### src/rtl/mem_arbiter_if.sv
// Request/response bundle between the fetch path, the data path, the arbiter and the memory.
// The slave modport is the arbiter's view; the master modport is the surrounding core/memory.
interface mem_arbiter_if #(
  parameter int unsigned ADDR_W = 32,
  parameter int unsigned DATA_W = 32
);
  // Fetch side
  logic              if_req_valid;
  logic [ADDR_W-1:0] if_req_addr;
  logic              if_req_ready;
  logic              if_resp_valid;
  logic [DATA_W-1:0] if_resp_data;

  // Data side
  logic                if_unused_pad;
  logic                d_req_valid;
  logic                d_req_we;
  logic [ADDR_W-1:0]   d_req_addr;
  logic [DATA_W-1:0]   d_req_wdata;
  logic [DATA_W/8-1:0] d_req_wstrb;
  logic                d_req_ready;
  logic                d_resp_valid;
  logic [DATA_W-1:0]   d_resp_data;

  // Memory port
  logic                mem_req_valid;
  logic                mem_req_ready;
  logic                mem_req_we;
  logic [ADDR_W-1:0]   mem_req_addr;
  logic [DATA_W-1:0]   mem_req_wdata;
  logic [DATA_W/8-1:0] mem_req_wstrb;
  logic                mem_resp_valid;
  logic [DATA_W-1:0]   mem_resp_data;

  modport slave (
    input  if_req_valid, if_req_addr,
    output if_req_ready, if_resp_valid, if_resp_data,
    input  d_req_valid, d_req_we, d_req_addr, d_req_wdata, d_req_wstrb,
    output d_req_ready, d_resp_valid, d_resp_data,
    output mem_req_valid, mem_req_we, mem_req_addr, mem_req_wdata, mem_req_wstrb,
    input  mem_req_ready, mem_resp_valid, mem_resp_data
  );

  modport master (
    output if_req_valid, if_req_addr,
    input  if_req_ready, if_resp_valid, if_resp_data,
    output d_req_valid, d_req_we, d_req_addr, d_req_wdata, d_req_wstrb,
    input  d_req_ready, d_resp_valid, d_resp_data,
    input  mem_req_valid, mem_req_we, mem_req_addr, mem_req_wdata, mem_req_wstrb,
    output mem_req_ready, mem_resp_valid, mem_resp_data
  );
endinterface

### src/rtl/mem_arbiter.sv
// Single-port memory arbiter between instruction fetch and data access.
// One transaction in flight; data has priority, bounded by a starvation counter that
// eventually forces a fetch grant. A flush cancels delivery of an in-flight fetch response.
module mem_arbiter #(
  parameter int unsigned ADDR_W     = 32,
  parameter int unsigned DATA_W     = 32,
  parameter int unsigned STARVE_MAX = 4
) (
  input  logic           clk,
  input  logic           rst,
  input  logic           flush,
  mem_arbiter_if.slave   bus,
  output logic           busy,
  output logic           owner
);
  localparam int unsigned     CntW   = $clog2(STARVE_MAX + 1);
  localparam logic [CntW-1:0] CntMax = CntW'(STARVE_MAX);
  localparam logic            OwnIf  = 1'b0;
  localparam logic            OwnD   = 1'b1;

  typedef enum logic [1:0] {StIdle, StReq, StWait} state_e;

  state_e          state_q;
  logic [CntW-1:0] starve_q;
  logic            drop_q;

  logic starve_hit;
  logic d_grant;
  logic if_grant;

  // IDLE arbitration: data wins unless fetch has waited out STARVE_MAX data grants.
  // Nothing is accepted while reset is asserted, since the reset would discard it.
  always_comb begin
    starve_hit = bus.if_req_valid && bus.d_req_valid && (starve_q == CntMax);
    d_grant    = rst && (state_q == StIdle) && bus.d_req_valid && !starve_hit;
    if_grant   = rst && (state_q == StIdle) && bus.if_req_valid && !flush &&
                 (!bus.d_req_valid || starve_hit);
  end

  assign bus.d_req_ready  = d_grant;
  assign bus.if_req_ready = if_grant;

  // Transaction FSM with registered memory request fields, response pulses and status.
  always_ff @(posedge clk) begin
    if (!rst) begin
      state_q           <= StIdle;
      starve_q          <= '0;
      drop_q            <= 1'b0;
      busy              <= 1'b0;
      owner             <= OwnIf;
      bus.mem_req_valid <= 1'b0;
      bus.mem_req_we    <= 1'b0;
      bus.mem_req_addr  <= '0;
      bus.mem_req_wdata <= '0;
      bus.mem_req_wstrb <= '0;
      bus.if_resp_valid <= 1'b0;
      bus.if_resp_data  <= '0;
      bus.d_resp_valid  <= 1'b0;
      bus.d_resp_data   <= '0;
    end else begin
      bus.if_resp_valid <= 1'b0;
      bus.d_resp_valid  <= 1'b0;

      unique case (state_q)
        StIdle: begin
          // Counter counts data grants that overtook a waiting fetch.
          if (d_grant && bus.if_req_valid) begin
            if (starve_q != CntMax) starve_q <= starve_q + CntW'(1);
          end else if (if_grant || !bus.if_req_valid) begin
            starve_q <= '0;
          end

          if (d_grant) begin
            state_q           <= StReq;
            busy              <= 1'b1;
            owner             <= OwnD;
            drop_q            <= 1'b0;
            bus.mem_req_valid <= 1'b1;
            bus.mem_req_we    <= bus.d_req_we;
            bus.mem_req_addr  <= bus.d_req_addr;
            bus.mem_req_wdata <= bus.d_req_wdata;
            bus.mem_req_wstrb <= bus.d_req_wstrb;
          end else if (if_grant) begin
            state_q           <= StReq;
            busy              <= 1'b1;
            owner             <= OwnIf;
            drop_q            <= 1'b0;
            bus.mem_req_valid <= 1'b1;
            bus.mem_req_we    <= 1'b0;
            bus.mem_req_addr  <= bus.if_req_addr;
            bus.mem_req_wdata <= '0;
            bus.mem_req_wstrb <= '0;
          end
        end

        StReq: begin
          if (flush && owner == OwnIf) drop_q <= 1'b1;
          if (bus.mem_req_ready) begin
            state_q           <= StWait;
            bus.mem_req_valid <= 1'b0;
          end
        end

        StWait: begin
          if (bus.mem_resp_valid) begin
            state_q <= StIdle;
            busy    <= 1'b0;
            if (owner == OwnD) begin
              bus.d_resp_valid <= 1'b1;
              bus.d_resp_data  <= bus.mem_req_we ? '0 : bus.mem_resp_data;
            end else if (!(drop_q || flush)) begin
              // A flush in the response cycle itself also cancels delivery.
              bus.if_resp_valid <= 1'b1;
              bus.if_resp_data  <= bus.mem_resp_data;
            end
          end else if (flush && owner == OwnIf) begin
            drop_q <= 1'b1;
          end
        end

        default: state_q <= StIdle;
      endcase
    end
  end
endmodule

### src/flat_wrapper.sv
// flat-port wrapper written by rule: the top's interface ports become plain ports
module mem_arbiter_flat 
#(
  parameter int unsigned ADDR_W     = 32,
  parameter int unsigned DATA_W     = 32,
  parameter int unsigned STARVE_MAX = 4
)
  (clk, rst, flush, busy, owner, bus_if_req_valid, bus_if_req_addr, bus_if_req_ready, bus_if_resp_valid, bus_if_resp_data, bus_d_req_valid, bus_d_req_we, bus_d_req_addr, bus_d_req_wdata, bus_d_req_wstrb, bus_d_req_ready, bus_d_resp_valid, bus_d_resp_data, bus_mem_req_valid, bus_mem_req_we, bus_mem_req_addr, bus_mem_req_wdata, bus_mem_req_wstrb, bus_mem_req_ready, bus_mem_resp_valid, bus_mem_resp_data);
  mem_arbiter_if #(.ADDR_W(ADDR_W), .DATA_W(DATA_W)) bus_i ();
  input  logic clk;
  input  logic rst;
  input  logic flush;
  output logic busy;
  output logic owner;
  input wire logic [$bits(bus_i.if_req_valid)-1:0] bus_if_req_valid;
  input wire logic [$bits(bus_i.if_req_addr)-1:0] bus_if_req_addr;
  output wire logic [$bits(bus_i.if_req_ready)-1:0] bus_if_req_ready;
  output wire logic [$bits(bus_i.if_resp_valid)-1:0] bus_if_resp_valid;
  output wire logic [$bits(bus_i.if_resp_data)-1:0] bus_if_resp_data;
  input wire logic [$bits(bus_i.d_req_valid)-1:0] bus_d_req_valid;
  input wire logic [$bits(bus_i.d_req_we)-1:0] bus_d_req_we;
  input wire logic [$bits(bus_i.d_req_addr)-1:0] bus_d_req_addr;
  input wire logic [$bits(bus_i.d_req_wdata)-1:0] bus_d_req_wdata;
  input wire logic [$bits(bus_i.d_req_wstrb)-1:0] bus_d_req_wstrb;
  output wire logic [$bits(bus_i.d_req_ready)-1:0] bus_d_req_ready;
  output wire logic [$bits(bus_i.d_resp_valid)-1:0] bus_d_resp_valid;
  output wire logic [$bits(bus_i.d_resp_data)-1:0] bus_d_resp_data;
  output wire logic [$bits(bus_i.mem_req_valid)-1:0] bus_mem_req_valid;
  output wire logic [$bits(bus_i.mem_req_we)-1:0] bus_mem_req_we;
  output wire logic [$bits(bus_i.mem_req_addr)-1:0] bus_mem_req_addr;
  output wire logic [$bits(bus_i.mem_req_wdata)-1:0] bus_mem_req_wdata;
  output wire logic [$bits(bus_i.mem_req_wstrb)-1:0] bus_mem_req_wstrb;
  input wire logic [$bits(bus_i.mem_req_ready)-1:0] bus_mem_req_ready;
  input wire logic [$bits(bus_i.mem_resp_valid)-1:0] bus_mem_resp_valid;
  input wire logic [$bits(bus_i.mem_resp_data)-1:0] bus_mem_resp_data;
  assign bus_i.if_req_valid = bus_if_req_valid;
  assign bus_i.if_req_addr = bus_if_req_addr;
  assign bus_if_req_ready = bus_i.if_req_ready;
  assign bus_if_resp_valid = bus_i.if_resp_valid;
  assign bus_if_resp_data = bus_i.if_resp_data;
  assign bus_i.d_req_valid = bus_d_req_valid;
  assign bus_i.d_req_we = bus_d_req_we;
  assign bus_i.d_req_addr = bus_d_req_addr;
  assign bus_i.d_req_wdata = bus_d_req_wdata;
  assign bus_i.d_req_wstrb = bus_d_req_wstrb;
  assign bus_d_req_ready = bus_i.d_req_ready;
  assign bus_d_resp_valid = bus_i.d_resp_valid;
  assign bus_d_resp_data = bus_i.d_resp_data;
  assign bus_mem_req_valid = bus_i.mem_req_valid;
  assign bus_mem_req_we = bus_i.mem_req_we;
  assign bus_mem_req_addr = bus_i.mem_req_addr;
  assign bus_mem_req_wdata = bus_i.mem_req_wdata;
  assign bus_mem_req_wstrb = bus_i.mem_req_wstrb;
  assign bus_i.mem_req_ready = bus_mem_req_ready;
  assign bus_i.mem_resp_valid = bus_mem_resp_valid;
  assign bus_i.mem_resp_data = bus_mem_resp_data;
  mem_arbiter #(.ADDR_W(ADDR_W), .DATA_W(DATA_W), .STARVE_MAX(STARVE_MAX)) u_core (.clk(clk), .rst(rst), .flush(flush), .bus(bus_i), .busy(busy), .owner(owner));
endmodule
### config.mk
export PLATFORM = sky130hd
export DESIGN_NAME = mem_arbiter_flat
export DESIGN_NICKNAME = d
export VERILOG_FILES = /design/src/rtl/mem_arbiter_if.sv /design/src/rtl/mem_arbiter.sv /design/src/flat_wrapper.sv
export SDC_FILE = /design/constraint.sdc
export NUM_CORES = 1
export LEC_CHECK = 0
export ABC_AREA = 0
export CAP_MARGIN = 10
export CORE_AREA = 3 3 112 136
export CTS_BUF_LIST = sky130_fd_sc_hd__clkbuf_4
export DETAILED_ROUTE_END_ITERATION = 10
export DIE_AREA = 0 0 115 139
export HOLD_SLACK_MARGIN = 0.06
export PLACE_DENSITY = 0.77
export REMOVE_ABC_BUFFERS = 1
export SETUP_SLACK_MARGIN = 0.15
export SKIP_CTS_REPAIR_TIMING = 1
export SLEW_MARGIN = 10
export SYNTH_ARGS = -nofsm -noshare
export SYNTH_HDL_FRONTEND = slang
export SYNTH_SLANG_ARGS = --single-unit
### constraint.sdc
create_clock -name clk -period 3.24 [get_ports clk]
set_input_delay 0.81 -clock clk [delete_from_list [all_inputs] [get_ports clk]]
set_output_delay 0.81 -clock clk [all_outputs]
set_load 0.005 [all_outputs]
==> summary.md <==
| Metric | Value |
|---|---|
| First-pass GRT wire length | `27700 µm` |
| Worst skew pair latency | `0.54 ns` |
| Total power | `4450 µW` |
| Clock Tree Buf Depth | `2` |
| Ports | `280` |
| Met2 Use GR | `0.361` |
| First-iteration detailed-routing DRC count | `437` |
| Synth Flop Type | `dfxtp_1` |
| Max IR drop VDD | `0.000286 V` |
| Largest cells by area after synthesis | `dfxtp_1, nand2_1, a21oi_1, a311oi_1, nor2_1` |
| CTS Sinks | `144` |
| Crit Path Category | `input pin to primary output` |
| CORE AREA | `14200 µm²` |
| Cell taking the most area after synthesis | `dfxtp_1` |
| Via Count | `5803` |
| RePlAce Congestion | `0.770` |
| Nets | `1093` |
| Achievable clock frequency | `357 MHz` |
| Worst slew pin tran | `1.05 ns` |
| Initial Util | `0.395` |
| Post-Syn Area | `5590 µm²` |
| Final Max Slew Viols | `0` |
| Input/output buffers | `279` |
| Drt pass-1 iters | `7` |
| Max-cap viol count | `0` |
| Ant diodes | `0` |
| Endpoint class of the critical path | `primary output` |
| DIE HEIGHT | `139 µm` |
| Asr flop ratio synth | `0` |
| Crit path arrival time | `1.99 ns` |
| Yosys top cell area share | `0.516` |
| CP max FO | `4` |
| Most common cell after layout, fill and taps aside | `clkdlybuf4s50_1` |
| CTS tree | `done` |
| Synth Instances | `693` |
| Htree depth | `4` |
| Layout cells sized above 1 | `0.0511` |
| GR Util met1 | `0.237` |
| Status | `finished, final reports clean` |
| DRC viols | `0` |
| Tot GR Track Use | `0.216` |
| Hold Vio Cnt, Final | `0` |
| GR peak layer | `met2` |
| Avg Inst Size Synth | `8.07 µm²` |
| Number of synthesized flops with an enable pin | `0` |
| Final period util | `0.866` |
| Final worst path period need | `2.80 ns` |
| Area Growth Syn to Fin | `58.4%` |
| Row Count | `48` |
| Hold Path Class | `register to register` |
| Clock root cell | `clkbuf_4` |
| Vias in the first global route | `5563` |
| Final core utilization | `0.625` |
| Dpl cell area | `8520 µm²` |
| LEAKAGE | `0.00313 µW` |
| Startpoint types | `input pin` |
| Largest net degree at the start of global routing | `103` |
| Initial antenna violation count | `0` |
| Max_slew headroom | `0.299` |
| Most frequent cells in the layout | `clkdlybuf4s50_1, nand2_1, dfxtp_1` |
| Warnings from Yosys | `0` |
| Layout Skew | `0.0134 ns` |
| WL final | `17500 µm` |
| Fraction of the yosys area taken by sequential cells | `0.516` |
| Worst EP required | `2.43 ns` |
| Setup violators final | `0` |
| Final HPWL DP | `11900 µm` |
| RSZ-0062 raised after global routing | `false` |
| Antenna-violating nets left | `0` |
| FF+latch count, synth | `144` |
| Die X | `115 µm` |
| DR vias/cell | `5.12` |
| Post-synthesis cell type count | `31` |
| Die area | `16000 µm²` |
| PD cells | `502 nW/µm²` |
| Grt ovf | `0` |
| DR WL/cell | `15.5 µm` |
| CTS Buf Count | `17` |
| Cell area after layout | `8860 µm²` |
| Met3 usage | `0.0991` |
| Clk slew on worst S/H paths | `0.12 ns` |
[registers in the layout (all words and copies together), names as in the netlist]
signal,cells
u_core.owner,1
u_core.bus.if_resp_data,32
u_core.bus.mem_req_wstrb,4
u_core.bus.mem_req_wdata,32
u_core.bus.mem_req_addr,32
u_core.busy,1
u_core.bus.mem_req_we,1
u_core.bus.if_resp_valid,1
u_core.drop_q,1
u_core.bus.d_resp_data,32
u_core.starve_q,3
u_core.state_q,2
u_core.bus.mem_req_valid,1
u_core.bus.d_resp_valid,1
[final timing paths]
kind                                             startpoint                          end  slack, ns  depth (start not counted)
worst max-delay path                       bus_if_req_valid              bus_d_req_ready       0.44                          5
worst min-delay path            u_core.bus.if_resp_data[27]  u_core.bus.if_resp_data[27]       0.46                          2
worst max register to register            u_core.state_q[0]  u_core.bus.mem_req_addr[22]       0.97                          6
worst min register to register  u_core.bus.if_resp_data[27]  u_core.bus.if_resp_data[27]       0.46                          2
[metal layers]
layer	vias to the layer above	share of wire
met3	24	0.099
li1	2858	-
met1	2687	0.39
met5	-	0
met4	0	0.021
met2	234	0.49
[logic make-up (layout without fill, tap and decap cells)]
logic type / Yosys count / count (layout) / synth area share
simple gates: 324 / 324 / 0.255
mux: 2 / 2 / 0.00358
compound gates: 146 / 146 / 0.159
buf+inv: 69 / 334 / 0.0492
flops: 144 / 144 / 0.516
fa+ha+maj: 8 / 8 / 0.0179
[critical path: stages]
cell	delay, ns
clkdlybuf4s50_1	0.54
nand3_1	0.16
nand4_1	0.17
clkinv_1	0.12
dlymetal6s2s_1	0.19
[cell usage after synthesis, types with 2 or more instances]
cell type,number
nor2_1,66
ha_1,8
dfxtp_1,144
inv_1,7
buf_2,7
a21oi_1,102
nand2_1,173
and4b_1,2
nand3_1,40
nor3b_1,32
clkbuf_1,48
o21ai_0,3
a22o_1,2
a311oi_1,34
nor2b_1,2
nand4_1,2
nor3_1,3
buf_1,4
mux2i_1,2
[power by group]
part	total (µW)	switching, µW	internal, µW	leakage, µW
Combinational	1090	500	591	0.00179
Clock	1320	698	624	0.000171
Sequential	2040	99.8	1940	0.00117
[metrics by stage]
stage	hold WS, ns	TNS, ns	setup WS [ns]	std cells
after floorplan	0.453	-99.63	-2.09	633
after global placement	0.441	0	0.158	1101
after detailed placement	0.446	0	0.123	1101
after CTS	0.463	0	0.109	1133
after global routing	0.475	0	0.343	1133
final	0.462	0	0.435	1133
[layout make-up]
class / instances / area, µm²
clock inverter: 15 / 206
fill: 1256 / 5310
inverter: 9 / 36.3
sequential: 144 / 2880
multi-input combinational: 480 / 2450
timing repair buffer: 293 / 2940
tap: 175 / 219
clock buffer: 17 / 128
(Power assumes the default switching activity.)
